==> src/rtl/dht22_frame_decoder_if.sv <==
// Bus between the DHT22 frame decoder (slave) and its frame source / CPU-side consumer (master).
// Also carries the decoder's debug state so checkers can bind to one place.
interface dht22_frame_decoder_if;
    logic [39:0] frame_in;
    logic        frame_stb;
    logic        out_valid;
    logic        out_ready;
    logic [15:0] humidity;
    logic [15:0] temp;
    logic [7:0]  err_cnt;
    logic [7:0]  drop_cnt;
    logic [15:0] frame_cnt;
    logic        stale;
    logic        minmax_clr;
    logic [15:0] t_min;
    logic [15:0] t_max;
    logic [1:0]  dbg_state;

    modport master (
        output frame_in, frame_stb, out_ready, minmax_clr,
        input  out_valid, humidity, temp, err_cnt, drop_cnt, frame_cnt,
               stale, t_min, t_max, dbg_state
    );

    modport slave (
        input  frame_in, frame_stb, out_ready, minmax_clr,
        output out_valid, humidity, temp, err_cnt, drop_cnt, frame_cnt,
               stale, t_min, t_max, dbg_state
    );
endinterface

==> src/rtl/dht22_frame_decoder.sv <==
// Validates raw DHT22 frames, converts temperature to two's complement and hands readings out.
// Optional min/max temperature tracker enabled by defining DHT_MINMAX_EN.
module dht22_frame_decoder #(
    parameter int unsigned STALE_CYCLES = 100_000_000,
    parameter int unsigned HUM_MAX      = 1000,
    parameter int unsigned TEMP_MAG_MAX = 800
) (
    input  logic                        clk,
    input  logic                        rst,
    dht22_frame_decoder_if.slave        bus
);
    localparam int unsigned STALE_W = $clog2(STALE_CYCLES + 1);
    localparam logic [STALE_W-1:0] STALE_MAX = STALE_W'(STALE_CYCLES);

    typedef enum logic [1:0] {S_IDLE, S_CHECK, S_CONVERT, S_HOLD} state_t;

    state_t             r_state;
    logic [39:0]        r_frame;
    logic               r_out_valid;
    logic [15:0]        r_humidity;
    logic [15:0]        r_temp;
    logic [7:0]         r_err_cnt;
    logic [7:0]         r_drop_cnt;
    logic [15:0]        r_frame_cnt;
    logic [STALE_W-1:0] r_stale_cnt;
    logic               r_stale;

    logic [9:0]  w_sum;
    logic        w_cks_ok;
    logic [15:0] w_hum;
    logic [15:0] w_mag;
    logic [15:0] w_temp;
    logic        w_range_ok;
    logic        w_hold_entry;

    assign w_sum = {2'b00, r_frame[39:32]} + {2'b00, r_frame[31:24]}
                 + {2'b00, r_frame[23:16]} + {2'b00, r_frame[15:8]};
    assign w_cks_ok     = (w_sum[7:0] == r_frame[7:0]);
    assign w_hum        = r_frame[39:24];
    assign w_mag        = {1'b0, r_frame[22:8]};
    assign w_temp       = r_frame[23] ? (16'd0 - w_mag) : w_mag;
    assign w_range_ok   = (w_hum <= 16'(HUM_MAX)) && (w_mag <= 16'(TEMP_MAG_MAX));
    assign w_hold_entry = (r_state == S_CONVERT) && w_range_ok;

    // Handshake: a reading transfers on a rising clk edge where out_valid && out_ready;
    // out_valid stays high and humidity/temp stay stable until that edge.
    always_ff @(posedge clk or posedge rst) begin
        if (rst) begin
            r_state     <= S_IDLE;
            r_frame     <= '0;
            r_out_valid <= 1'b0;
            r_humidity  <= '0;
            r_temp      <= '0;
            r_err_cnt   <= '0;
            r_drop_cnt  <= '0;
            r_frame_cnt <= '0;
            r_stale_cnt <= '0;
            r_stale     <= 1'b1;
        end else begin
            if (bus.frame_stb && (r_state != S_IDLE) && (r_drop_cnt != 8'hFF))
                r_drop_cnt <= r_drop_cnt + 8'd1;

            // stale stays set from reset until the first good frame, then tracks the counter
            if (w_hold_entry) begin
                r_stale_cnt <= '0;
                r_stale     <= 1'b0;
            end else if (r_stale_cnt < STALE_MAX) begin
                r_stale_cnt <= r_stale_cnt + 1'b1;
                if (r_stale_cnt + 1'b1 == STALE_MAX)
                    r_stale <= 1'b1;
            end

            case (r_state)
                S_IDLE: begin
                    if (bus.frame_stb) begin
                        r_frame <= bus.frame_in;
                        r_state <= S_CHECK;
                    end
                end
                S_CHECK: begin
                    if (w_cks_ok) begin
                        r_state <= S_CONVERT;
                    end else begin
                        if (r_err_cnt != 8'hFF) r_err_cnt <= r_err_cnt + 8'd1;
                        r_state <= S_IDLE;
                    end
                end
                S_CONVERT: begin
                    if (w_range_ok) begin
                        r_humidity  <= w_hum;
                        r_temp      <= w_temp;
                        r_out_valid <= 1'b1;
                        r_state     <= S_HOLD;
                    end else begin
                        if (r_err_cnt != 8'hFF) r_err_cnt <= r_err_cnt + 8'd1;
                        r_state <= S_IDLE;
                    end
                end
                S_HOLD: begin
                    if (bus.out_ready) begin
                        r_frame_cnt <= r_frame_cnt + 16'd1;
                        r_out_valid <= 1'b0;
                        r_state     <= S_IDLE;
                    end
                end
                default: r_state <= S_IDLE;
            endcase
        end
    end

    assign bus.out_valid = r_out_valid;
    assign bus.humidity  = r_humidity;
    assign bus.temp      = r_temp;
    assign bus.err_cnt   = r_err_cnt;
    assign bus.drop_cnt  = r_drop_cnt;
    assign bus.frame_cnt = r_frame_cnt;
    assign bus.stale     = r_stale;
    assign bus.dbg_state = r_state;

`ifdef DHT_MINMAX_EN
    logic signed [15:0] r_t_min;
    logic signed [15:0] r_t_max;

    always_ff @(posedge clk or posedge rst) begin
        if (rst) begin
            r_t_min <= 16'sh7FFF;
            r_t_max <= 16'sh8000;
        end else if (bus.minmax_clr) begin
            r_t_min <= 16'sh7FFF;
            r_t_max <= 16'sh8000;
        end else if (w_hold_entry) begin
            if ($signed(w_temp) < r_t_min) r_t_min <= $signed(w_temp);
            if ($signed(w_temp) > r_t_max) r_t_max <= $signed(w_temp);
        end
    end

    assign bus.t_min = r_t_min;
    assign bus.t_max = r_t_max;
`else
    logic w_unused_minmax_clr;
    assign w_unused_minmax_clr = bus.minmax_clr;
    assign bus.t_min = '0;
    assign bus.t_max = '0;
`endif
endmodule

==> src/flat_wrapper.sv <==
// flat-port wrapper written by rule: the top's interface ports become plain ports
module dht22_frame_decoder_flat 
#(
    parameter int unsigned STALE_CYCLES = 100_000_000,
    parameter int unsigned HUM_MAX      = 1000,
    parameter int unsigned TEMP_MAG_MAX = 800
)
  (clk, rst, bus_frame_in, bus_frame_stb, bus_out_ready, bus_minmax_clr, bus_out_valid, bus_humidity, bus_temp, bus_err_cnt, bus_drop_cnt, bus_frame_cnt, bus_stale, bus_t_min, bus_t_max, bus_dbg_state);
  dht22_frame_decoder_if bus_i ();
  input  logic clk;
  input  logic rst;
  input wire logic [$bits(bus_i.frame_in)-1:0] bus_frame_in;
  input wire logic [$bits(bus_i.frame_stb)-1:0] bus_frame_stb;
  input wire logic [$bits(bus_i.out_ready)-1:0] bus_out_ready;
  input wire logic [$bits(bus_i.minmax_clr)-1:0] bus_minmax_clr;
  output wire logic [$bits(bus_i.out_valid)-1:0] bus_out_valid;
  output wire logic [$bits(bus_i.humidity)-1:0] bus_humidity;
  output wire logic [$bits(bus_i.temp)-1:0] bus_temp;
  output wire logic [$bits(bus_i.err_cnt)-1:0] bus_err_cnt;
  output wire logic [$bits(bus_i.drop_cnt)-1:0] bus_drop_cnt;
  output wire logic [$bits(bus_i.frame_cnt)-1:0] bus_frame_cnt;
  output wire logic [$bits(bus_i.stale)-1:0] bus_stale;
  output wire logic [$bits(bus_i.t_min)-1:0] bus_t_min;
  output wire logic [$bits(bus_i.t_max)-1:0] bus_t_max;
  output wire logic [$bits(bus_i.dbg_state)-1:0] bus_dbg_state;
  assign bus_i.frame_in = bus_frame_in;
  assign bus_i.frame_stb = bus_frame_stb;
  assign bus_i.out_ready = bus_out_ready;
  assign bus_i.minmax_clr = bus_minmax_clr;
  assign bus_out_valid = bus_i.out_valid;
  assign bus_humidity = bus_i.humidity;
  assign bus_temp = bus_i.temp;
  assign bus_err_cnt = bus_i.err_cnt;
  assign bus_drop_cnt = bus_i.drop_cnt;
  assign bus_frame_cnt = bus_i.frame_cnt;
  assign bus_stale = bus_i.stale;
  assign bus_t_min = bus_i.t_min;
  assign bus_t_max = bus_i.t_max;
  assign bus_dbg_state = bus_i.dbg_state;
  dht22_frame_decoder #(.STALE_CYCLES(STALE_CYCLES), .HUM_MAX(HUM_MAX), .TEMP_MAG_MAX(TEMP_MAG_MAX)) u_core (.clk(clk), .rst(rst), .bus(bus_i));
endmodule
==> config.mk <==
export PLATFORM = sky130hd
export DESIGN_NAME = dht22_frame_decoder_flat
export DESIGN_NICKNAME = d
export VERILOG_FILES = /design/src/rtl/dht22_frame_decoder_if.sv /design/src/rtl/dht22_frame_decoder.sv /design/src/flat_wrapper.sv
export SDC_FILE = /design/constraint.sdc
export NUM_CORES = 1
export LEC_CHECK = 0
export ABC_AREA = 1
export CORE_UTILIZATION = 38
export DETAILED_ROUTE_END_ITERATION = 10
export PLACE_DENSITY = 0.66
export SYNTH_ARGS = -nofsm -noshare
export SYNTH_HDL_FRONTEND = slang
export SYNTH_SLANG_ARGS = --single-unit
==> constraint.sdc <==
create_clock -name clk -period 10.35 [get_ports clk]
set_clock_uncertainty 0.2 [all_clocks]
set_input_delay 3.105 -clock clk [delete_from_list [all_inputs] [get_ports clk]]
set_output_delay 3.105 -clock clk [all_outputs]
set_load 0.02 [all_outputs]
==> flow_metrics.py <==
metrics = {
    "run_status": {
        "status": "complete, no violations",
    },
    "pwr": {
        "vdd_drop_max_v": 0.000262,
        "total_leakage_power_nw": 4.55,
        "power-per-cell-area_mw_per_mm2": 297,
    },
    "final_layout": {
        "post_route_cells_drive_above_1_share": 0.0854,
        "fin_area_sq_mm": 0.00964,
        "final_stage_net_count": 1129,
        "n_antenna_cell": 0,
        "flow.area_growth_from_synthesis_pct": 23.7,
    },
    "synthesis": {
        "synth.largest_area_cell": "sky130_fd_sc_hd__dfrtp_1",
        "post_synth_num_cell_types": 43,
        "synthTopCellsByArea": "sky130_fd_sc_hd__dfrtp_1 (43%), sky130_fd_sc_hd__nand2_1 (9.6%), sky130_fd_sc_hd__inv_1 (5.9%)",
        "synth.cells.most_frequent": "sky130_fd_sc_hd__nand2_1 (200), sky130_fd_sc_hd__dfrtp_1 (134), sky130_fd_sc_hd__inv_1 (122), sky130_fd_sc_hd__nor2_1 (88), sky130_fd_sc_hd__nand3_1 (53)",
        "syn_inst": 940,
        "synth.yosys.seq_area_share": 0.433,
        "synthesis.area_per_instance_sq_um": 8.29,
        "yosys_most_used_dff": "sky130_fd_sc_hd__dfrtp_1",
        "post_synth_top_area_share": 0.430,
        "synth_area_sq_mm": 0.00780,
        "asyncSetResetFlopFracSynth": 1.00,
        "ys.warnings.count": 0,
        "synth-edff-count": 0,
        "ys_ff_latch": 135,
        "post-synth-top-count-cell": "sky130_fd_sc_hd__nand2_1",
    },
    "setup_path": {
        "cp_num_buf_inv": 1,
        "cp_data_arrival_time_ns": 1.58,
        "slowest_stage_delay_on_critical_path_ns": 0.62,
        "worstPathCellList": "clkdlybuf4s50_1",
        "worstPathRequired_ns": 7.05,
        "critical-path-top-delay-family": "buffers and inverters",
        "crit_path_end_kind": "output pin",
        "worstPathMaxFanout": 2,
        "critPathLaunchType": "flop",
        "worst_path_max_delay_cell": "sky130_fd_sc_hd__clkdlybuf4s50_1",
        "crit_type": "reg2out",
    },
    "clock_tree": {
        "cts.sink_count": 135,
        "clockBufferDepth": 2,
        "cts.repair.resized": 0,
        "clock_tree_from_tritoncts": "built",
        "post_cts.repair.setup_buffers": 0,
        "clkLatencyLatePin_ns": 0.43,
        "tritoncts.num_buffers": 17,
        "cts.root.buffer_cell": "sky130_fd_sc_hd__clkbuf_16",
        "worst_setup_hold_path_clk_slew_ns": 0.06,
        "htree_num_levels": 4,
        "hold_buffers": 0,
    },
    "place": {
        "portBuffers": 111,
        "placement.cell_area_sq_mm": 0.00907,
        "dpl.hpwl_mm": 13.6,
        "place.gp.congestion": 0.898,
    },
    "global_routing": {
        "grt_max_degree": 71,
        "number_of_global_route_vias_before_repair": 6257,
        "globalRouteOverflowTotal": 0,
        "wire_length_of_the_first_global_routing_pass_mm": 30.8,
        "grt_util_all_layers": 0.184,
        "antenna_violations_before_repair": 0,
    },
    "timing": {
        "final.min_clock_period_ns": 4.89,
        "setup-violations-final": 0,
        "finalHoldViolations": 0,
        "grt_setup_unrepaired": "false",
        "worst_slew_pin_slew_ns": 0.895,
        "fmaxAchievable_mhz": 205,
        "slew_viol_final": 0,
        "max_slew_margin": 0.403,
        "fin_setup_tns_ns": 0,
        "min_period_over_period": 0.472,
    },
    "drt": {
        "antenna_left": 0,
        "routed_via_density": 4.79,
        "wire_per_inst_um": 13.8,
        "remaining_drc_errors": 0,
        "drt_wl_total_mm": 18.4,
        "drt_pass1_iterations": 5,
        "detailedRoute.firstIterationViolations": 394,
        "vias_after_detailed_routing": 6396,
    },
    "die": {
        "starting_density_of_the_core": 0.387,
        "dieWidth_um": 145,
        "boundaryPins": 145,
        "fp.dieArea_sq_mm": 0.0211,
        "die_height_um": 145,
        "num_rows": 52,
        "core_box_area_sq_mm": 0.0202,
    },
    "worst_hold_path": {
        "holdCritPathClass": "reg2reg",
    },
    "run": {
        "drv.max_cap_violation_count": 0,
    },
}
==> routing by layer <==
layer / vias to the layer above / global-route usage / share of wire
met5: - / 0 / 0
met4: 0 / 0.0611 / 0.017
met3: 26 / 0.0431 / 0.040
met2: 144 / 0.299 / 0.48
met1: 3050 / 0.241 / 0.46
li1: 3176 / - / -
==> metrics by stage <==
stage	setup slack, ns	hold slack (ns)	utilization	instances	power, mW
final	5.46	0.263	0.478	1335	2.87
after global routing	5.39	0.281	0.478	1335	3.13
after CTS	5.44	0.268	0.478	1335	2.88
after detailed placement	5.13	0.251	0.450	1304	2.27
after global placement	5.12	0.248	0.450	1304	2.24
after floorplan	3.44	0.283	-	971	1.94
==> area by class of cell <==
type                       instances  area, sq um
inverter                         126          478
clock buffer                      19          453
multi-input combinational        660         3750
timing repair buffer             113         1130
fill                            1945        10500
sequential                       135         3380
tap                              270          338
clock inverter                    12          120
==> logic make-up (layout without fill, tap and decap cells) <==
| kind of cell | Yosys count | after routing | share of synthesized area |
|---|---|---|---|
| AOI/OAI and AO/OA | 111 | 111 | 0.0782 |
| adders and majority gates | 31 | 31 | 0.0632 |
| buffers and inverters | 176 | 270 | 0.101 |
| DFF | 135 | 135 | 0.433 |
| muxes | 11 | 11 | 0.0159 |
| xor gates and xnor gates | 53 | 53 | 0.0605 |
| other | 1 | 32 | 0.000481 |
| and+or+nand+nor | 422 | 422 | 0.247 |
==> sequential cells by signal, indices dropped and copies added, names as in the netlist <==
register,cells
u_core.bus.stale,1
u_core.bus.out_valid,1
u_core.r_stale_cnt,27
u_core.bus.humidity,16
u_core.bus.drop_cnt,8
u_core.r_frame,40
u_core.bus.temp,16
u_core.bus.err_cnt,8
u_core.bus.dbg_state,2
u_core.bus.frame_cnt,16
==> final timing paths <==
| path | slack, ns | to | cells after the start | start |
|---|---|---|---|---|
| setup / recovery | 5.46 | bus_stale | 1 | u_core.bus.stale$_DFFE_PP1P_ |
| hold / removal | 0.26 | u_core.bus.humidity[10]$_DFFE_PP0P_ | 2 | u_core.bus.humidity[10]$_DFFE_PP0P_ |
| setup reg to reg | 6.53 | u_core.bus.err_cnt[4]$_DFFE_PP0P_ | 17 | u_core.r_frame[17]$_DFFE_PP0P_ |
| hold reg to reg | 0.26 | u_core.bus.humidity[10]$_DFFE_PP0P_ | 2 | u_core.bus.humidity[10]$_DFFE_PP0P_ |
| max in group asynchronous | 5.73 | u_core.bus.temp[5]$_DFFE_PP0P_ | 3 | rst |
| min in group asynchronous | 2.97 | u_core.bus.drop_cnt[1]$_DFFE_PP0P_ | 2 | rst |
==> placed cells by master, fill, tap and decap left out, drive strengths merged, types with 2 or more instances in the layout <==
cell / count
a21oi: 41
buf: 2
clkbuf: 19
clkdlybuf4s50: 111
clkinv: 3
clkinvlp: 5
conb: 32
dfrtp: 134
fa: 14
ha: 17
inv: 129
mux2: 11
nand2: 211
nand3: 57
nand4: 27
nor2: 106
nor3: 14
nor3b: 2
nor4: 3
o21a: 2
o21ai: 45
o22ai: 15
o31ai: 2
xnor2: 16
xor2: 37
==> power by group <==
part	total [mW]	switching (mW)	internal, mW
clock	0.591	0.246	0.345
combinational	1.53	0.898	0.630
sequential	0.748	0.116	0.633
Note: power is estimated with default switching activity, not from simulation.
